$ cat src/rtl/vram_arb_pkg.sv
// Shared types for the VRAM port arbiter: FSM state encoding and requester ids.
package vram_arb_pkg;

  typedef enum logic [2:0] {
    IDLE,
    WRITE,
    READ,
    RDACK,
    CLEAR
  } arb_state_t;

  typedef enum logic {
    REQ_CPU,
    REQ_GFX
  } req_id_t;

  function automatic req_id_t other_id(input req_id_t id);
    return (id == REQ_CPU) ? REQ_GFX : REQ_CPU;
  endfunction

endpackage

$ cat src/rtl/vram_arbiter_if.sv
// CPU / graphics request ports and the VRAM port, bundled for the arbiter.
interface vram_arbiter_if #(
  parameter int N = 32
);
  logic         cpu_req;
  logic         cpu_we;
  logic [N-1:0] cpu_addr;
  logic [N-1:0] cpu_wdata;
  logic         cpu_ack;
  logic [N-1:0] cpu_rdata;

  logic         gfx_req;
  logic [N-1:0] gfx_addr;
  logic [N-1:0] gfx_wdata;
  logic         gfx_ack;

  logic         vram_we;
  logic [N-1:0] vram_addr;
  logic [N-1:0] vram_wdata;
  logic [N-1:0] vram_rdata;

  // Arbiter side
  modport slave (
    input  cpu_req, cpu_we, cpu_addr, cpu_wdata,
    input  gfx_req, gfx_addr, gfx_wdata,
    input  vram_rdata,
    output cpu_ack, cpu_rdata, gfx_ack,
    output vram_we, vram_addr, vram_wdata
  );

  // Requesters plus the VRAM, seen from outside the arbiter
  modport master (
    output cpu_req, cpu_we, cpu_addr, cpu_wdata,
    output gfx_req, gfx_addr, gfx_wdata,
    output vram_rdata,
    input  cpu_ack, cpu_rdata, gfx_ack,
    input  vram_we, vram_addr, vram_wdata
  );
endinterface

$ cat src/rtl/vram_arbiter_rr_arb2.sv
// Two-requester round-robin picker: on a tie, the requester that did not win last time wins.
import vram_arb_pkg::*;

module rr_arb2 (
  input  logic    req_cpu,
  input  logic    req_gfx,
  input  req_id_t rr,
  input  logic    en,
  output req_id_t win,
  output logic    vld
);

  always_comb begin
    vld = en && (req_cpu || req_gfx);
    win = REQ_CPU;
    if (req_cpu && req_gfx) win = other_id(rr);
    else if (req_gfx)       win = REQ_GFX;
  end

endmodule

$ cat src/rtl/vram_arbiter.sv
// Shares the VRAM port between CPU and graphics engine and runs a full-VRAM clear.
// Optional macro VRAM_ARB_VBLANK_GATE_EN: writes and clear entry only start during vblank.
import vram_arb_pkg::*;

module vram_arbiter #(
  parameter int N    = 32,
  parameter int SIZE = 10
) (
  input  logic          clk,
  input  logic          rst,
  vram_arbiter_if.slave bus,
  input  logic          clr_start,
  output logic          clr_busy,
  input  logic          vblank,
  output logic          oob_err
);

  localparam logic [N-1:0] SIZE_W   = N'(SIZE);
  localparam logic [N-1:0] LAST_IDX = N'(SIZE - 1);

  arb_state_t   state_q, state_d;
  req_id_t      rr_q, rr_d;
  req_id_t      win_q, win_d;
  logic         clr_pending_q, clr_pending_d;
  logic [N-1:0] clr_idx_q, clr_idx_d;
  logic [N-1:0] addr_q, addr_d;
  logic [N-1:0] wdata_q, wdata_d;
  logic         oob_q, oob_d;
  logic [N-1:0] cpu_rdata_q, cpu_rdata_d;
  logic         oob_err_q, oob_err_d;

  logic         wr_ok;
  logic         cpu_elig, gfx_elig, clr_go, arb_en, arb_vld;
  req_id_t      arb_win;

`ifdef VRAM_ARB_VBLANK_GATE_EN
  assign wr_ok = vblank;
`else
  logic unused_vblank;
  assign unused_vblank = vblank;
  assign wr_ok         = 1'b1;
`endif

  // Reads are never gated; writes and the start of a clear wait for wr_ok.
  assign cpu_elig = bus.cpu_req && (!bus.cpu_we || wr_ok);
  assign gfx_elig = bus.gfx_req && wr_ok;
  assign clr_go   = clr_pending_q && wr_ok;
  assign arb_en   = (state_q == IDLE) && !clr_go;

  rr_arb2 u_arb (
    .req_cpu (cpu_elig),
    .req_gfx (gfx_elig),
    .rr      (rr_q),
    .en      (arb_en),
    .win     (arb_win),
    .vld     (arb_vld)
  );

  always_ff @(posedge clk) begin
    if (rst) state_q <= IDLE;
    else     state_q <= state_d;
  end

  always_comb begin
    state_d = state_q;
    unique case (state_q)
      IDLE: begin
        if (clr_go)       state_d = CLEAR;
        else if (arb_vld) state_d = (arb_win == REQ_GFX || bus.cpu_we) ? WRITE : READ;
      end
      WRITE:   state_d = IDLE;
      READ:    state_d = RDACK;
      RDACK:   state_d = IDLE;
      CLEAR:   if (clr_idx_q == LAST_IDX) state_d = IDLE;
      default: state_d = IDLE;
    endcase
  end

  always_comb begin
    rr_d          = rr_q;
    win_d         = win_q;
    addr_d        = addr_q;
    wdata_d       = wdata_q;
    oob_d         = oob_q;
    cpu_rdata_d   = cpu_rdata_q;
    oob_err_d     = oob_err_q;
    clr_idx_d     = clr_idx_q;
    clr_pending_d = clr_pending_q;

    if (clr_start && state_q != CLEAR) clr_pending_d = 1'b1;

    if (state_q == IDLE && arb_vld) begin
      rr_d    = arb_win;
      win_d   = arb_win;
      addr_d  = (arb_win == REQ_CPU) ? bus.cpu_addr  : bus.gfx_addr;
      wdata_d = (arb_win == REQ_CPU) ? bus.cpu_wdata : bus.gfx_wdata;
      oob_d   = (addr_d >= SIZE_W);
      if (oob_d) oob_err_d = 1'b1;
    end

    if (state_q == READ) cpu_rdata_d = oob_q ? '0 : bus.vram_rdata;

    if (state_q == CLEAR) begin
      if (clr_idx_q == LAST_IDX) begin
        clr_idx_d     = '0;
        clr_pending_d = 1'b0;
      end else begin
        clr_idx_d = clr_idx_q + 1'b1;
      end
    end
  end

  always_ff @(posedge clk) begin
    if (rst) begin
      rr_q          <= REQ_GFX;
      win_q         <= REQ_CPU;
      addr_q        <= '0;
      wdata_q       <= '0;
      oob_q         <= 1'b0;
      cpu_rdata_q   <= '0;
      oob_err_q     <= 1'b0;
      clr_idx_q     <= '0;
      clr_pending_q <= 1'b0;
    end else begin
      rr_q          <= rr_d;
      win_q         <= win_d;
      addr_q        <= addr_d;
      wdata_q       <= wdata_d;
      oob_q         <= oob_d;
      cpu_rdata_q   <= cpu_rdata_d;
      oob_err_q     <= oob_err_d;
      clr_idx_q     <= clr_idx_d;
      clr_pending_q <= clr_pending_d;
    end
  end

  // Port outputs come from registered state only; nothing from req reaches vram_*.
  always_comb begin
    bus.vram_we    = 1'b0;
    bus.vram_addr  = '0;
    bus.vram_wdata = '0;
    bus.cpu_ack    = 1'b0;
    bus.gfx_ack    = 1'b0;
    unique case (state_q)
      WRITE: begin
        bus.vram_we    = !oob_q;
        bus.vram_addr  = addr_q;
        bus.vram_wdata = wdata_q;
        bus.cpu_ack    = (win_q == REQ_CPU);
        bus.gfx_ack    = (win_q == REQ_GFX);
      end
      READ:  bus.vram_addr = addr_q;
      RDACK: bus.cpu_ack   = 1'b1;
      CLEAR: begin
        bus.vram_we   = 1'b1;
        bus.vram_addr = clr_idx_q;
      end
      default: ;
    endcase
  end

  assign bus.cpu_rdata = cpu_rdata_q;
  assign clr_busy      = clr_pending_q || (state_q == CLEAR);
  assign oob_err       = oob_err_q;

endmodule
$ cat src/flat_wrapper.sv
// flat-port wrapper written by rule: the top's interface ports become plain ports
module vram_arbiter_flat 
#(
  parameter int N    = 32,
  parameter int SIZE = 10
)
  (clk, rst, clr_start, clr_busy, vblank, oob_err, bus_cpu_req, bus_cpu_we, bus_cpu_addr, bus_cpu_wdata, bus_gfx_req, bus_gfx_addr, bus_gfx_wdata, bus_vram_rdata, bus_cpu_ack, bus_cpu_rdata, bus_gfx_ack, bus_vram_we, bus_vram_addr, bus_vram_wdata);
  vram_arbiter_if #(.N(N)) bus_i ();
  input  logic clk;
  input  logic rst;
  input  logic clr_start;
  output logic clr_busy;
  input  logic vblank;
  output logic oob_err;
  input wire logic [$bits(bus_i.cpu_req)-1:0] bus_cpu_req;
  input wire logic [$bits(bus_i.cpu_we)-1:0] bus_cpu_we;
  input wire logic [$bits(bus_i.cpu_addr)-1:0] bus_cpu_addr;
  input wire logic [$bits(bus_i.cpu_wdata)-1:0] bus_cpu_wdata;
  input wire logic [$bits(bus_i.gfx_req)-1:0] bus_gfx_req;
  input wire logic [$bits(bus_i.gfx_addr)-1:0] bus_gfx_addr;
  input wire logic [$bits(bus_i.gfx_wdata)-1:0] bus_gfx_wdata;
  input wire logic [$bits(bus_i.vram_rdata)-1:0] bus_vram_rdata;
  output wire logic [$bits(bus_i.cpu_ack)-1:0] bus_cpu_ack;
  output wire logic [$bits(bus_i.cpu_rdata)-1:0] bus_cpu_rdata;
  output wire logic [$bits(bus_i.gfx_ack)-1:0] bus_gfx_ack;
  output wire logic [$bits(bus_i.vram_we)-1:0] bus_vram_we;
  output wire logic [$bits(bus_i.vram_addr)-1:0] bus_vram_addr;
  output wire logic [$bits(bus_i.vram_wdata)-1:0] bus_vram_wdata;
  assign bus_i.cpu_req = bus_cpu_req;
  assign bus_i.cpu_we = bus_cpu_we;
  assign bus_i.cpu_addr = bus_cpu_addr;
  assign bus_i.cpu_wdata = bus_cpu_wdata;
  assign bus_i.gfx_req = bus_gfx_req;
  assign bus_i.gfx_addr = bus_gfx_addr;
  assign bus_i.gfx_wdata = bus_gfx_wdata;
  assign bus_i.vram_rdata = bus_vram_rdata;
  assign bus_cpu_ack = bus_i.cpu_ack;
  assign bus_cpu_rdata = bus_i.cpu_rdata;
  assign bus_gfx_ack = bus_i.gfx_ack;
  assign bus_vram_we = bus_i.vram_we;
  assign bus_vram_addr = bus_i.vram_addr;
  assign bus_vram_wdata = bus_i.vram_wdata;
  vram_arbiter #(.N(N), .SIZE(SIZE)) u_core (.clk(clk), .rst(rst), .bus(bus_i), .clr_start(clr_start), .clr_busy(clr_busy), .vblank(vblank), .oob_err(oob_err));
endmodule
$ cat config.mk
export PLATFORM = sky130hd
export DESIGN_NAME = vram_arbiter_flat
export DESIGN_NICKNAME = d
export VERILOG_FILES = /design/src/rtl/vram_arb_pkg.sv /design/src/rtl/vram_arbiter_if.sv /design/src/rtl/vram_arbiter_rr_arb2.sv /design/src/rtl/vram_arbiter.sv /design/src/flat_wrapper.sv
export SDC_FILE = /design/constraint.sdc
export NUM_CORES = 1
export LEC_CHECK = 0
export CAP_MARGIN = 30
export CORE_MARGIN = 2
export CORE_UTILIZATION = 43
export DETAILED_ROUTE_END_ITERATION = 6
export GPL_TIMING_DRIVEN = 0
export PLACE_DENSITY = 0.8
export SLEW_MARGIN = 15
export SYNTH_ARGS = -nofsm -noshare
export SYNTH_HDL_FRONTEND = slang
export SYNTH_HIERARCHICAL = 1
export SYNTH_SLANG_ARGS = --single-unit
export TNS_END_PERCENT = 20
$ cat constraint.sdc
create_clock -name clk -period 2.8 [get_ports clk]
set_input_delay 0.42 -clock clk [delete_from_list [all_inputs] [get_ports clk]]
set_output_delay 0.42 -clock clk [all_outputs]
set_load 0.05 [all_outputs]
Yosys cells after proc, flatten, opt, wreduce, memory -nomap -nowiden
Index checks and enable logic that the tools add are counted.
{"block": "word_totals", "inputBits": 167, "register_bits": 136, "word_cells": 55, "output_inout_bits": 101}
{"block": "classes", "add_sub_neg": 1, "bitwise_logic": 1, "order_cmp": 1, "n_reduce_logical": 14, "n_mux": 20, "n_eq_ne": 8}
{"op": "2-to-1 mux 32 bit", "n": 5}
{"op": "case mux 32 bit (2 select lines)", "n": 1}
{"op": "adder 32 x 1 -> 32 bit, second input constant", "n": 1}
{"op": "equality test 32 x 4 -> 1 bit, second input constant", "n": 1}
{"op": ">= comparator 32 x 4 -> 1 bit, second input constant", "n": 1}
{"op": "2-to-1 mux 3 bit", "n": 3}
{"op": "case mux 3 bit (3 select lines)", "n": 1}
{"op": "2-to-1 mux 1 bit", "n": 7}
{"op": "equality test 3 x 2 -> 1 bit, second input constant", "n": 2}
{"op": "logical AND 1 bit", "n": 5}
{"op": "case mux 1 bit (2 select lines)", "n": 2}
{"op": "AND reduction 2 bit", "n": 2}
{"op": "equality test 3 x 1 -> 1 bit, second input constant", "n": 1}
{"op": "equality test 3 bit, second input constant", "n": 1}
{"op": "zero test 3 bit", "n": 1}
{"op": "logical OR 1 bit", "n": 3}
{"op": "inequality test 3 x 1 -> 1 bit, second input constant", "n": 1}
{"op": "inequality test 3 bit, second input constant", "n": 1}
{"op": "zero test 1 bit", "n": 2}
{"op": "2-to-1 mux 2 bit", "n": 1}
{"op": "inequality test 2 x 1 -> 1 bit, second input constant", "n": 1}
{"op": "OR reduction 2 bit", "n": 1}
{"op": "NOT 1 bit", "n": 1}

Logic depth before layout (Yosys ltp)
{"block": "depth", "ltp_word": 7, "mapped_depth": 8, "mapped_depth_nobuf": 7}

Modules after synthesis
Netlist, hierarchy kept.
{"module": "vram_arbiter", "cells_per_inst": 748, "instances": 1, "seq_area_each_um2": 2722.6, "area_each_um2": 6497.5}
{"module": "rr_arb2", "cells_per_inst": 2, "instances": 1, "seq_area_each_um2": 0.0, "area_each_um2": 18.8}

Worst setup path before layout
OpenSTA, ideal clock, no wires.
{"block": "synth_path", "kind": "reg-to-output", "start": "register u_core.state_q[2]", "end": "output bus_vram_addr[1]", "slack_ps": 428, "stages_incl_launch_ff": 4, "arrival_ps": 1952, "t_required_ps": 2380, "path_buffers": 1, "cell_sequence": "dfxtp_1 or3b_1 buf_6 o21ai_0"}
{"block": "synth_between", "elab_chain_len": 3, "elab_cells_between_ends": 5, "classes_between": "eq/ne: 3; mux: 1; reduce/logical: 1"}
{"element": "start: declaration", "line_no": "vram_arbiter.sv:21", "text": "arb_state_t state_q, state_d;"}
{"element": "start signal: assignment", "line_no": "vram_arbiter.sv:61", "text": "else state_q <= state_d;"}
{"element": "equality test 3 x 1 -> 1 bit / equality test 3 x 2 -> 1 bit (equally long branches)", "line_no": "vram_arbiter.sv:144", "text": "unique case (state_q)"}
{"element": "OR reduction 2 bit (no source line)"}
{"element": "case mux 32 bit (2 select lines) (*)", "line_no": "vram_arbiter.sv:144"}
{"element": "end: declaration", "line_no": "flat_wrapper.sv:27", "text": "output wire logic [$bits(bus_i.vram_addr)-1:0] bus_vram_addr;"}
Mark *: on every way between the ends. The rest lies on a longest branch, timed or not.

Worst setup path in the final report
{"block": "layout_path", "start": "register u_core.state_q[0]", "end": "output bus_vram_wdata[15]"}
{"block": "layout_between", "elab_chain_len": 2}
{"element": "equality test 3 x 1 -> 1 bit", "line_no": "vram_arbiter.sv:144"}
{"element": "2-to-1 mux 32 bit", "line_no": "vram_arbiter.sv:144"}
{"element": "end: declaration", "line_no": "flat_wrapper.sv:28", "text": "output wire logic [$bits(bus_i.vram_wdata)-1:0] bus_vram_wdata;"}
No other way between the ends.

==> qor.csv <==
stage,metric,value,unit
run_status,status,finished clean,
pwr,VDD IR-drop max,469,uV
route,WL met2,11400,um
critical_path,crit path max fanout,10,
worst_hold_path,worst min path class,reg2reg,
clock_tree,clk buf depth,2,
critical_path,Reg2Reg Setup Slack,0.37,ns
critical_path,CP Data Required Time,2.38,ns
timing,Final Slew Violations,0,
logic_synthesis,post-synth top area share,0.418,
timing,RSZ-0062 raised after global routing,yes,
floorplanning,Row Count,44,
layout,final cell count without fillers,1232,
layout,Ant. Diodes,0,
global_routing,first-pass GRT wire length,36300,um
floorplanning,Ports,268,
logic_synthesis,Syn Inst Count,750,
global_routing,total global routing overflow,0,
timing,Worst-Margin Slew,0.865,ns
timing,Slew HR,0.423,
clock_tree,TritonCTS clock tree,done,
critical_path,"Cell Chain, Critical Path","nand2b_1, nor2_1, clkbuf_1, and2_1, clkdlybuf4s15_1",
route,M1 wire length,9250,um
clock_tree,Clock Pin Slew Worst Setup and Hold Paths,0.05,ns
floorplanning,Initial Utilization,0.445,
job,MaxCap Viol Count,0,
worst_hold_path,hold path start,u_core/oob_err$_SDFFE_PP0P_,
logic_synthesis,"top cells by area, synth","dfxtp_1 42%, mux2i_1 9.8%, a211oi_1 7.4%",
critical_path,startpoint types,flop,
logic_synthesis,Synth Warn #,6,
floorplanning,Die X,127,um
global_routing,largest net degree at the start of global routing,17,
pwr,Leak Pwr,0.00374,uW
floorplanning,core footprint,14600,um^2
critical_path,WS Path Type,reg2out,
clock_tree,Num CTS Buffers,17,
critical_path,Worst Path Arrival,2.30,ns
critical_path,origin of the critical flop-to-flop path,u_core/state_q[1]$_SDFFE_PP0P_,
clock_tree,clock latency on the worst-skew pair,0.43,ns
worst_hold_path,hold endpoint,u_core/oob_err$_SDFFE_PP0P_,
logic_synthesis,Syn Area/Cell,8.69,um^2
logic_synthesis,Post-synth ARST share,0,
timing,fin crit share,0.972,
critical_path,max incr delay on CP,0.50,ns
logic_synthesis,Mapped Area,6520,um^2
clock_tree,Post-CTS Hold Buffers,0,
clock_tree,clock tree root buffer cell,clkbuf_16,
logic_synthesis,most frequent cell after synthesis,dfxtp_1,
timing,Achievable Freq,367,MHz
route,TritonRoute pass-1 iters,7,
route,WL met3,2120,um
timing,Final Critical Period,2.72,ns
clock_tree,post-CTS setup buffer count,0,
logic_synthesis,Yosys cell types,42,
timing,Fin. Hold Viols,0,
route,uppermost routed layer,met4,
critical_path,Reg-to-Reg End,u_core/wdata_q[3]$_SDFFE_PP0P_,
logic_synthesis,"Seq/Total Area, Yosys",0.418,
clock_tree,H-tree depth,4,
critical_path,critical path launch point,u_core/state_q[0]$_SDFFE_PP0P_,
floorplanning,die area,16200,um^2
critical_path,reg2reg path depth,8,
layout,Area growth syn-to-layout,52.1,%
placement,routability cong.,0.890,
route,DR WL/cell,19.0,um
floorplanning,die height,127,um
route,vias per inst,5.56,
logic_synthesis,number of flops mapped to enable cells by yosys,0,
timing,final setup fails,0,
global_routing,vias in the first global route,6850,
route,Iter 0 DRT Violations,524,
placement,IO buf count,266,
clock_tree,# clock sinks,136,
logic_synthesis,most frequent cells after synthesis,"136 x dfxtp_1, 128 x nor2_1, 64 x a211oi_1, 64 x mux2i_1, 57 x clkbuf_1",
global_routing,initial antenna violation count,0,
placement,estimated wirelength of the detail-placed design,17500,um
route,via count,6844,
layout,FILL cells,1251,
logic_synthesis,post-synth top area cell,dfxtp_1,
logic_synthesis,#FFs+latches synth,136,
logic_synthesis,Syn Nets,919,
critical_path,crit path max-delay cell type,clkdlybuf4s15_1,
route,DRT Wirelength,23400,um
layout,share of cells above drive strength 1,0.105,
pwr,power density over the cells,666,nW/um^2
route,"antenna viol nets, final",0,
timing,Hold WS,0.455,ns
placement,dpl cells,1200,
critical_path,crit path capture type,output pin,
logic_synthesis,Synth Flop Type,dfxtp_1,
route,number of remaining DRC errors,0,
timing,Layout Skew,0.0156,ns
worst_hold_path,WHS Path Cells,1,
global_routing,GR Util All Layers,0.289,
layout,nets@finish,1204,
state kept, by name (all words and copies together), names as in the netlist:
signal	flops
u_core/clr_idx_q	32
u_core/clr_go	1
u_core/rr_q	1
u_core/oob_err	1
u_core/addr_q	32
u_core/win_q	1
u_core/oob_q	1
u_core/state_q	3
u_core/wdata_q	32
u_core/bus.cpu_rdata	32
stage by stage:
stage	area, um^2	setup slack (ns)	setup TNS (ns)	power (uW)	util
after CTS	10100	-0.118	-1.23	6620	0.689
after global placement	9410	-0.258	-7.13	3990	0.643
final	9910	0.0785	0	6600	0.677
after floorplan	6520	0.428	0	3340	-
after detailed placement	9410	-0.269	-8.16	4020	0.643
after global routing	9910	-0.129	-0.221	6880	0.677
how the worst max path moves through the flow:
stage	cells past startpoint	slack (ns)	end
detailed placement	5	-0.27	bus_vram_addr[10]
finish	5	0.08	bus_vram_wdata[15]
CTS	5	-0.12	bus_vram_addr[28]
global placement	5	-0.26	bus_vram_addr[3]
floorplan	3	0.43	bus_vram_addr[1]
global route	5	-0.13	bus_vram_wdata[15]
cells in the final DEF, fill, tap and decap left out, types with 17 or more instances in the layout:
master / n
clkbuf_1: 49
a211oi_1: 64
nand4_1: 21
clkdlybuf4s50_1: 201
xor2_1: 21
nor3b_1: 33
mux2i_1: 64
dfxtp_1: 136
a21oi_1: 45
a22o_1: 30
nor4_1: 20
clkbuf_2: 51
clkbuf_16: 17
and2_1: 37
nor2_1: 128
report_power, final:
part           switching, uW  internal, uW  leakage, uW
clock                    848          1760     0.000332
combinational           1010           656      0.00230
sequential               147          2180      0.00111
total                   2010          4600      0.00374
kinds of logic (layout without fill, tap and decap cells):
| logic type | after synthesis | after routing | synth area share |
|---|---|---|---|
| XOR/XNOR | 23 | 23 | 0.0309 |
| multiplexers | 65 | 65 | 0.100 |
| AND/OR/NAND/NOR | 294 | 294 | 0.234 |
| AO/OA/AOI/OAI | 163 | 163 | 0.173 |
| buffers and inverters | 67 | 365 | 0.0401 |
| flip-flops | 136 | 136 | 0.418 |
| adder cells (fa/ha/maj) | 2 | 2 | 0.00384 |
worst max-delay path, delay by kind of cell, from the launching register on:
kind                   cells  cell delay, ns
DFF                        1            0.42
and+or+nand+nor            3            0.63
buffers and inverters      2            0.83
cell type report:
class,count,area (um^2),area share
multi-input combinational,547,3540,0.357
sequential,136,2720,0.275
timing repair buffer,266,2450,0.247
clock buffer,21,480,0.0485
buffer,63,255,0.0257
tap,184,230,0.0232
clock inverter,11,216,0.0218
inverter,4,15.0,0.00151
layer usage:
layer | GRT usage | vias to the layer above
met4 | 0.0944 | 0
met2 | 0.502 | 298
met3 | 0.105 | 42
li1 | - | 3295
met5 | 0 | -
met1 | 0.332 | 3209
repair_timing:
item                                    4_1_cts  5_1_grt
pin swaps                                     0        0
endpoints found under the setup margin       62       62
hold endpoints to repair                      0        0
gates resized for setup                     108       99
No activity file was read; power rests on OpenSTA's default activity.
